==> src/rtl/inst_fetch_queue_if.sv <==
// Bus bundle between the fetch queue, instruction memory and the execute stage.
// master: fetch queue side; slave: memory + downstream + control side.
interface inst_fetch_queue_if #(
  parameter int DEPTH = 4
);
  localparam int CW = $clog2(DEPTH) + 1;

  logic          mem_req;
  logic [29:0]   mem_addr;
  logic          mem_ack;
  logic [31:0]   mem_rdata;

  logic          out_valid;
  logic          out_ready;
  logic [31:0]   out_inst;
  logic [31:0]   out_pc;

  logic          redirect;
  logic [31:0]   redirect_pc;
  logic          halt;
  logic [CW-1:0] count;

  modport master (
    output mem_req, mem_addr,
    input  mem_ack, mem_rdata,
    output out_valid, out_inst, out_pc,
    input  out_ready,
    input  redirect, redirect_pc, halt,
    output count
  );

  modport slave (
    input  mem_req, mem_addr,
    output mem_ack, mem_rdata,
    input  out_valid, out_inst, out_pc,
    output out_ready,
    output redirect, redirect_pc, halt,
    input  count
  );
endinterface

==> src/rtl/inst_fetch_queue.sv <==
// Instruction fetch front end: owns the PC, keeps at most one request in
// flight to a variable-latency instruction memory and buffers {pc, inst}
// pairs for the execute stage.
//
// state | meaning
// IDLE  | no request outstanding
// REQ   | request at addr_q outstanding, response will be pushed
// DROP  | request outstanding for a flushed stream, response discarded
module inst_fetch_queue #(
  parameter int          DEPTH    = 4,
  parameter logic [31:0] RESET_PC = 32'h0000_0000
) (
  input logic                clock,
  input logic                reset,
  inst_fetch_queue_if.master bus
);
  localparam int AW = $clog2(DEPTH);
  localparam int CW = AW + 1;

  typedef enum logic [1:0] {
    IDLE = 2'd0,
    REQ  = 2'd1,
    DROP = 2'd2
  } state_t;

  state_t        state_q, state_d;
  logic [31:0]   pc_q, pc_d;
  logic          req_q, req_d;
  logic [29:0]   addr_q, addr_d;
  logic [AW-1:0] rd_ptr_q, rd_ptr_d;
  logic [AW-1:0] wr_ptr_q, wr_ptr_d;
  logic [CW-1:0] count_q, count_d;
  logic [31:0]   inst_mem_q [DEPTH];
  logic [31:0]   pc_mem_q   [DEPTH];

  logic acked;
  logic push;
  logic pop;
  logic issue_ok;

  // Handshake qualifiers; ack only counts while a request is actually out,
  // and redirect suppresses both push and pop.
  always_comb begin
    acked = req_q & bus.mem_ack;
    push  = acked & (state_q == REQ) & ~bus.redirect;
    pop   = (count_q != '0) & bus.out_ready & ~bus.redirect;
  end

  // Occupancy and pointer update; a redirect empties the queue outright.
  always_comb begin
    count_d  = count_q;
    rd_ptr_d = rd_ptr_q;
    wr_ptr_d = wr_ptr_q;
    if (bus.redirect) begin
      count_d  = '0;
      rd_ptr_d = '0;
      wr_ptr_d = '0;
    end else begin
      count_d  = count_q + CW'(push) - CW'(pop);
      rd_ptr_d = rd_ptr_q + AW'(pop);
      wr_ptr_d = wr_ptr_q + AW'(push);
    end
    // A new request is only allowed when its response is sure to find a slot.
    issue_ok = ~bus.halt & (count_d < CW'(DEPTH));
  end

  // Next state, PC and request/address registers.
  always_comb begin
    state_d = state_q;
    pc_d    = pc_q;
    if (bus.redirect) begin
      pc_d = bus.redirect_pc & ~32'h3;
    end else if (push) begin
      pc_d = pc_q + 32'd4;
    end

    case (state_q)
      IDLE: begin
        if (issue_ok) state_d = REQ;
      end
      REQ: begin
        if (acked) begin
          state_d = issue_ok ? REQ : IDLE;
        end else if (bus.redirect) begin
          state_d = DROP;
        end
      end
      DROP: begin
        if (acked) state_d = issue_ok ? REQ : IDLE;
      end
      default: state_d = IDLE;
    endcase

    req_d  = (state_d != IDLE);
    addr_d = addr_q;
    // Address only moves when a fresh request starts; it is held while waiting.
    if ((state_d == REQ) && ((state_q == IDLE) || acked)) begin
      addr_d = pc_d[31:2];
    end
  end

  // Control registers.
  always_ff @(posedge clock or negedge reset) begin
    if (!reset) begin
      state_q  <= IDLE;
      pc_q     <= RESET_PC;
      req_q    <= 1'b0;
      addr_q   <= RESET_PC[31:2];
      rd_ptr_q <= '0;
      wr_ptr_q <= '0;
      count_q  <= '0;
    end else begin
      state_q  <= state_d;
      pc_q     <= pc_d;
      req_q    <= req_d;
      addr_q   <= addr_d;
      rd_ptr_q <= rd_ptr_d;
      wr_ptr_q <= wr_ptr_d;
      count_q  <= count_d;
    end
  end

  // Queue storage; cleared on reset so the head reads as zero afterwards.
  always_ff @(posedge clock or negedge reset) begin
    if (!reset) begin
      for (int i = 0; i < DEPTH; i++) begin
        inst_mem_q[i] <= '0;
        pc_mem_q[i]   <= '0;
      end
    end else if (push) begin
      inst_mem_q[wr_ptr_q] <= bus.mem_rdata;
      pc_mem_q[wr_ptr_q]   <= pc_q;
    end
  end

  // Outputs straight from registers and the head slot.
  always_comb begin
    bus.mem_req   = req_q;
    bus.mem_addr  = addr_q;
    bus.out_valid = (count_q != '0);
    bus.out_inst  = inst_mem_q[rd_ptr_q];
    bus.out_pc    = pc_mem_q[rd_ptr_q];
    bus.count     = count_q;
  end
endmodule

==> src/flat_wrapper.sv <==
// flat-port wrapper written by rule: the top's interface ports become plain ports
module inst_fetch_queue_flat 
#(
  parameter int          DEPTH    = 4,
  parameter logic [31:0] RESET_PC = 32'h0000_0000
)
  (clock, reset, bus_mem_req, bus_mem_addr, bus_mem_ack, bus_mem_rdata, bus_out_valid, bus_out_inst, bus_out_pc, bus_out_ready, bus_redirect, bus_redirect_pc, bus_halt, bus_count);
  inst_fetch_queue_if #(.DEPTH(DEPTH)) bus_i ();
  input logic clock;
  input logic reset;
  output wire logic [$bits(bus_i.mem_req)-1:0] bus_mem_req;
  output wire logic [$bits(bus_i.mem_addr)-1:0] bus_mem_addr;
  input wire logic [$bits(bus_i.mem_ack)-1:0] bus_mem_ack;
  input wire logic [$bits(bus_i.mem_rdata)-1:0] bus_mem_rdata;
  output wire logic [$bits(bus_i.out_valid)-1:0] bus_out_valid;
  output wire logic [$bits(bus_i.out_inst)-1:0] bus_out_inst;
  output wire logic [$bits(bus_i.out_pc)-1:0] bus_out_pc;
  input wire logic [$bits(bus_i.out_ready)-1:0] bus_out_ready;
  input wire logic [$bits(bus_i.redirect)-1:0] bus_redirect;
  input wire logic [$bits(bus_i.redirect_pc)-1:0] bus_redirect_pc;
  input wire logic [$bits(bus_i.halt)-1:0] bus_halt;
  output wire logic [$bits(bus_i.count)-1:0] bus_count;
  assign bus_mem_req = bus_i.mem_req;
  assign bus_mem_addr = bus_i.mem_addr;
  assign bus_i.mem_ack = bus_mem_ack;
  assign bus_i.mem_rdata = bus_mem_rdata;
  assign bus_out_valid = bus_i.out_valid;
  assign bus_out_inst = bus_i.out_inst;
  assign bus_out_pc = bus_i.out_pc;
  assign bus_i.out_ready = bus_out_ready;
  assign bus_i.redirect = bus_redirect;
  assign bus_i.redirect_pc = bus_redirect_pc;
  assign bus_i.halt = bus_halt;
  assign bus_count = bus_i.count;
  inst_fetch_queue #(.DEPTH(DEPTH), .RESET_PC(RESET_PC)) u_core (.clock(clock), .reset(reset), .bus(bus_i));
endmodule
==> config.mk <==
export PLATFORM = sky130hd
export DESIGN_NAME = inst_fetch_queue_flat
export DESIGN_NICKNAME = d
export VERILOG_FILES = /design/src/rtl/inst_fetch_queue_if.sv /design/src/rtl/inst_fetch_queue.sv /design/src/flat_wrapper.sv
export SDC_FILE = /design/constraint.sdc
export NUM_CORES = 1
export LEC_CHECK = 0
export BUFFER_PORTS_ARGS = -buffer_cell sky130_fd_sc_hd__buf_2
export CAP_MARGIN = 10
export CORE_ASPECT_RATIO = 1.25
export CORE_MARGIN = 5
export CORE_UTILIZATION = 42
export CTS_CLUSTER_DIAMETER = 50
export DETAILED_ROUTE_END_ITERATION = 10
export PLACE_DENSITY = 0.63
export RECOVER_POWER = 100
export SYNTH_ARGS = -nofsm -noshare
export SYNTH_HDL_FRONTEND = slang
export SYNTH_SLANG_ARGS = --single-unit
==> constraint.sdc <==
create_clock -name clock -period 3.9 [get_ports clock]
set_input_delay 0.39 -clock clock [delete_from_list [all_inputs] [get_ports clock]]
set_output_delay 0.39 -clock clock [all_outputs]
set_load 0.05 [all_outputs]
; ---- Word level (Yosys, flattened, before mapping)
; Index checks and enable logic that the tools add are counted.
[word_totals]
register_bits = 328
inputBits = 70
wordCells = 66
[op_classes]
n_addsub = 5
magnitude_cmp = 4
n_eq_ne = 3
n_mux = 21
n_bitwise = 10
n_reduce_logical = 7
[ops]
columns = cell, count
row1 = $bwmux 128, 2
row2 = $mux 32, 7
row3 = $bmux 32 s2, 2
row4 = $demux 32 s2, 1
row5 = $add 32x3->32 const B, 1
row6 = $mux 2, 6
row7 = $and 1x1->1, 6
row8 = $ge 3x3->1 const B, 2
row9 = $not 2->3, 2
row10 = $pmux 2 s3, 1
row11 = $add 2x1->2, 2
row12 = $eq 2x1->1 const B, 2
row13 = $reduce_bool 2->1, 2
row14 = $add 3x1->3, 1
row15 = $lt 3x1->1 const B, 1
row16 = $lt 3x3->1 const B, 1
row17 = $mux 3, 1
row18 = $reduce_bool 3->1, 1
row19 = $sub 3x1->3, 1
row20 = $eq 2x2->1 const B, 1
row21 = $logic_and 1x1->1, 2
row22 = $logic_not 2->1, 1
row23 = $not 1->1, 2
row24 = $logic_or 1x1->1, 1
row25 = $mux 1, 1

; ---- Logic depth before layout (Yosys ltp)
[depth]
ltp_word = 13
ltp_mapped = 16
depth_no_buf = 12

; ---- Worst setup path after synthesis
; OpenSTA, ideal clock, no wires.
[synth_path]
path_type = flip-flop to flip-flop
startpoint = register u_core.count_q[0], in the netlist u_core.bus.count[0]
endpoint = register u_core.addr_q[12], in the netlist u_core.bus.mem_addr[12]
t_arrival_ns = 3.553
required_ns = 3.775
path_slack_ns = 0.222
path_stages_with_launch = 13
path_buffers = 1
period_less_slack_ns = 3.678
cell_sequence = dfrtp_1 or3_1 and3_1 ha_1 inv_1 ha_1 inv_1 fa_1 xnor3_1 nor2_1 nor3_2 buf_4 mux2_2
[synth_via]
elab_chain_len = 12
word_cells_on_any_way = 15
classes_between = add/sub (2) / order compare (1) / eq/ne (1) / mux (6) / bitwise (3) / reduce/logical (2)
[synth_lines]
columns = element, line_no
row1 = from (decl), inst_fetch_queue.sv:32  ; logic [CW-1:0] count_q, count_d;
row2 = from (signal assigned), inst_fetch_queue.sv:119  ; count_q <= count_d;
row3 = $reduce_bool 3->1 *, -
row4 = net bus_out_valid, flat_wrapper.sv:15  ; output wire logic [$bits(bus_i.out_valid)-1:0] bus_out_valid;
row5 = $and 1x1->1 * (2 in series), inst_fetch_queue.sv:46  ; pop = (count_q != '0) & bus.out_ready & ~bus.redirect;
row6 = $sub 3x1->3 *, inst_fetch_queue.sv:59  ; count_d = count_q + CW'(push) - CW'(pop);
row7 = $mux 3 *, inst_fetch_queue.sv:54  ; if (bus.redirect) begin
row8 = net u_core.count_d[2], inst_fetch_queue.sv:32
row9 = $lt 3x3->1 *, inst_fetch_queue.sv:64  ; issue_ok = ~bus.halt & (count_d < CW'(DEPTH));
row10 = $and 1x1->1 *, inst_fetch_queue.sv:64
row11 = $mux 1, "inst_fetch_queue.sv:83, inst_fetch_queue.sv:89"
row12 = "$mux 2, on equally long branches", "inst_fetch_queue.sv:89, inst_fetch_queue.sv:82"
row13 = $pmux 2 s3 *, inst_fetch_queue.sv:77  ; case (state_q)
row14 = $eq 2x1->1 *, inst_fetch_queue.sv:97  ; if ((state_d == REQ) && ((state_q == IDLE) || acked)) begin
row15 = $logic_and 1x1->1 *, inst_fetch_queue.sv:97
row16 = to (signal assigned), inst_fetch_queue.sv:108  ; addr_q <= RESET_PC[31:2];
row17 = to (signal assigned), inst_fetch_queue.sv:116  ; addr_q <= addr_d;
row18 = to (decl), inst_fetch_queue.sv:29  ; logic [29:0] addr_q, addr_d;
; Mark *: on every way through the listed nets, which the timed path passes. The rest lies on a longest branch.
; A chain may end at the register's enable or synchronous reset.

; ---- Worst setup path in the final report
[layout_path]
startpoint = register u_core.count_q[0], in the netlist u_core.bus.count[0]
endpoint = register u_core.addr_q[19], in the netlist u_core.bus.mem_addr[19]
[layout_via]
elab_chain_len = 12
word_cells_on_any_way = 15
classes_between = add/sub (2) / order compare (1) / eq/ne (1) / mux (6) / bitwise (3) / reduce/logical (2)
[layout_lines]
columns = element, line_no
row1 = "parallel branches: the longest is 3 deep, another holds $add 3x1->3", -
row2 = $sub 3x1->3 *, inst_fetch_queue.sv:59
row3 = $mux 3 *, inst_fetch_queue.sv:54
row4 = net u_core.count_d[2], inst_fetch_queue.sv:32
row5 = $lt 3x3->1 *, inst_fetch_queue.sv:64
row6 = $and 1x1->1 *, inst_fetch_queue.sv:64
row7 = $mux 1, "inst_fetch_queue.sv:83, inst_fetch_queue.sv:89"
row8 = "$mux 2, on equally long branches", "inst_fetch_queue.sv:89, inst_fetch_queue.sv:82"
row9 = $pmux 2 s3 *, inst_fetch_queue.sv:77
row10 = $eq 2x1->1 *, inst_fetch_queue.sv:97
row11 = $logic_and 1x1->1 *, inst_fetch_queue.sv:97
; Mark *: on every way through the listed nets, which the timed path passes.

==> flow_results.org <==
** Critical path
- Tracing the worst setup path back leads to its startpoint at u_core.bus.count[0].
- Largest driver fanout on the critical path :: 26
- Type of destination of the critical path :: flip-flop
- At the worst endpoint, the required time is 4.32 ns.
- Peak per-stage delay on the critical path :: 0.39 ns
- CP bufs+invs :: 3
- Arrival @ worst endpoint :: 3.98 ns
- Crit start category :: flip-flop
- In this run the critical register-to-register path is launched from u_core.bus.count[0].
- Cell breakdown of the critical path :: or3_1, and3_1, ha_1, inv_1, ha_1, inv_1, fa_1, xnor3_1, nor2_1, nor3_4, buf_4, nand2_1, o211ai_1
- On the critical path, the stage with the largest delay is an instance of sky130_fd_sc_hd__dfrtp_1.
- The worst setup path is of the reg -> reg kind.
- Among cell families on the critical path, the largest total delay comes from simple AND/OR/NAND/NOR gates.

** Finish
- From synthesis to final layout, the design area changed by 16.4%.
- Combined flip-flop and latch cell area :: 7960 um2
- For this run, the share of the core covered by cells in the final layout is 0.495.
- In the final design database the tool counted 1190 nets.
- Area used by multi-input combinational logic :: 5870 um2
- Final cell count without fillers :: 1563
- 0 antenna diodes ended up in the layout.
- Fillers :: 2991
- In the final layout, the share of cells above drive strength 1 is 0.442.

** Synth
- sky130_fd_sc_hd__dfrtp_1 takes more of the synthesized area than any other cell.
- In the synthesized netlist the dominant register cell turns out to be sky130_fd_sc_hd__dfrtp_1.
- The share of synthesized area in the top cell type comes to 0.557.
- Portion of the post-synthesis area used by sequential elements :: 0.557
- Post-Syn Instances :: 956
- Counting distinct cell types in the post-synthesis netlist gives 56.
- Synthesized area :: 14300 um2
- Counting flops and latches in the post-synthesis netlist gives 318.
- Avg Synthesized Cell Area :: 15.0 um2
- Number of flops mapped to enable cells by yosys :: 0
- The Yosys step of the flow raised 0 warnings.
- Cell types with the largest area share after synthesis :: sky130_fd_sc_hd__dfrtp_1 56%, sky130_fd_sc_hd__mux2_2 20%, sky130_fd_sc_hd__mux4_2 9.8%
- For this run, asynchronously set or reset flops after synthesis account for 1.00.

** STA
- Post-route setup TNS :: 0 ns
- At the pin with the least slew margin, the transition time is 2.54 ns.
- Timing would allow up to 0.281 GHz.
- Unrepaired setup endpoints after global routing :: no
- Dividing the final minimum period by the clock period gives 0.912.
- Measured against its own limit, the worst slew margin works out to -0.695.
- The final number of max-transition violations was 276.
- Setup violations remaining at the end of the flow were counted as 0.
- Final critical-path required period :: 3.56 ns
- Final hold viol count :: 0
- Across the routed clock network, the largest skew measured is 0.0120 ns.

** Detailed routing
- Wires add up to 32.5 mm.
- Overall via count from detail_route :: 8573
- For this run, design rule violations remaining after detail routing come to 0.
- The first detailed-routing pass took 5 iterations.
- Avg WL per Cell :: 20.8 um
- The detail route stage leaves a number of antenna-violating nets equal to 0.
- For this block, the initial DRC count from the detailed router was 464.
- Using the TritonRoute via totals, the vias-per-cell ratio works out to 5.48.

** Floorplanning
- The floorplan step set the die height to 216 um.
- Initial core utilization :: 0.425
- Placement row count :: 75
- Full die area :: 37800 um2
- Width of the die :: 175 um
- Core region area :: 33600 um2
- I/O Pins :: 169

** Clock tree
- CTS tree :: done
- The H-tree generated during clock tree synthesis spans 2 levels.
- Clock-pin slew was measured on the worst setup and hold paths at 0.06 ns.
- Number of setup buffers added after CTS :: 0
- Largest buffer count on any clock path :: 3
- Clock latency on the worst-skew pair :: 0.52 ns
- Number of buffers created by CTS :: 37
- Clock sink count :: 318
- Clk root buf :: sky130_fd_sc_hd__clkbuf_16

** Power
- Dividing total power by cell area gives a power density of 744 nW/um2.
- Leakage power figure :: 7.60 nW
- The completed layout was analyzed and its total power is 12.4 mW.
- VDD sags by at most 0.000477 V.

** Place
- The count of buffers added on input and output ports is 164.
- Placed instance count :: 1497
- The congestion estimate from routability-driven global placement came to 0.857.
- Summed over all nets, the half-perimeter wirelength after detailed placement is 20.7 mm.

** GRT
- Entering global routing, the biggest net connects 102 pins.
- The via count of the first global-routing pass is 9328.
- Wire length of the first global-routing pass :: 53.1 mm
- The number of antenna violations at the first check in global routing came to 0.
- Total routing usage reported by global routing :: 0.175
- The total overflow left after global routing is 0.

** Worst hold path
- The worst hold path begins at bus_redirect_pc[5].
- Worst hold-check path type :: in -> reg

** Run status
- Violations in the final reports :: max-capacitance violations, max-slew violations
- Outcome :: finished, violations left

** Run
- Max-cap violations in this run came to 4.
-- power breakdown --
group | internal [mW] | total, mW | leakage (nW) | switching (mW)
logic | 1.33 | 4.24 | 2.74 | 2.92
registers | 3.94 | 4.38 | 4.19 | 0.447
clock network | 2.40 | 3.74 | 0.663 | 1.35
-- worst paths after layout --
path | endpoint | slack, ns | cells after the start
max | u_core.bus.mem_addr[19] | 0.34 | 13
min | u_core.pc_q[5] | 0.11 | 3
max reg2reg | u_core.bus.mem_addr[19] | 0.34 | 13
min reg2reg | u_core.pc_mem_q[15] | 0.48 | 2
max in group asynchronous | u_core.state_q[1] | 0.81 | 3
min in group asynchronous | u_core.inst_mem_q[101] | 1.22 | 2
-- repair_timing --
action                                 4_1_cts  5_1_grt
hold buffers                                 1        0
endpoints found under the hold margin       96        0
gates resized for setup                      0        0
-- metrics by stage --
step | setup WS, ns | instance area, um2 | hold slack (ns)
after floorplan | 0.222 | 14300 | 0.0944
after global placement | 0.374 | 15500 | 0.461
after detailed placement | 0.302 | 15500 | 0.470
after CTS | 0.348 | 16900 | 0.0667
after global routing | 0.133 | 16600 | 0.101
final | 0.344 | 16600 | 0.114
-- cells by family after synthesis --
kind of cell	share of synthesized area
muxes	0.307
DFF	0.557
other	0.000262
buffers and inverters	0.0296
adders and majority gates	0.00648
xor gates and xnor gates	0.0157
and+or+nand+nor	0.0600
AOI/OAI and AO/OA	0.0243
-- cells in the final DEF (no fill, tap or decap), drive strengths merged, types with 8 or more instances in the layout --
master / n
nor2b: 8
o21ai: 19
xnor2: 9
nand4: 9
nand3: 17
o211ai: 11
buf: 75
nor2: 22
nand2: 50
a21oi: 12
mux4: 62
dfrtp: 318
nor3: 10
clkbuf: 160
nor4: 12
mux2: 262
inv: 9
xor2: 14
-- final cells by class --
class | instances | share of cell area
Clock buffer | 53 | 0.0672
Clock inverter | 12 | 0.0137
Inverter | 7 | 0.00158
Multi-Input combinational cell | 567 | 0.353
Sequential cell | 318 | 0.478
Tap cell | 423 | 0.0318
Timing Repair Buffer | 183 | 0.0544
-- worst min-delay path, cell delays in order --
cell and delay [ns]:
sky130_fd_sc_hd__buf_2 0.07, sky130_fd_sc_hd__nand2_1 0.04, sky130_fd_sc_hd__o21ai_0 0.08
-- synth_stat cells, types with 12 or more instances --
| master | n |
|---|---|
| sky130_fd_sc_hd__a21oi_1 | 12 |
| sky130_fd_sc_hd__buf_2 | 21 |
| sky130_fd_sc_hd__clkbuf_1 | 17 |
| sky130_fd_sc_hd__dfrtp_1 | 318 |
| sky130_fd_sc_hd__mux2_2 | 253 |
| sky130_fd_sc_hd__mux4_2 | 62 |
| sky130_fd_sc_hd__nand2_1 | 50 |
| sky130_fd_sc_hd__nand3_1 | 15 |
| sky130_fd_sc_hd__nor2_1 | 20 |
| sky130_fd_sc_hd__o21ai_0 | 17 |
| sky130_fd_sc_hd__xor2_1 | 14 |
-- registers in the layout, summed over array words and instances, names as in the netlist --
register             flops
u_core.rd_ptr_q          2
u_core.bus.count         3
u_core.wr_ptr_q          2
u_core.state_q           2
u_core.pc_mem_q        120
u_core.bus.mem_addr     30
u_core.bus.mem_req       1
u_core.inst_mem_q      128
u_core.pc_q             30
-- routing by layer --
metal,track usage,vias to the layer above,share of wire
met3,0.0312,52,0.039
met4,0.0576,0,0.026
met2,0.290,195,0.49
met5,0,-,0
li1,-,3843,-
met1,0.235,4483,0.45
(Power assumes the default switching activity.)
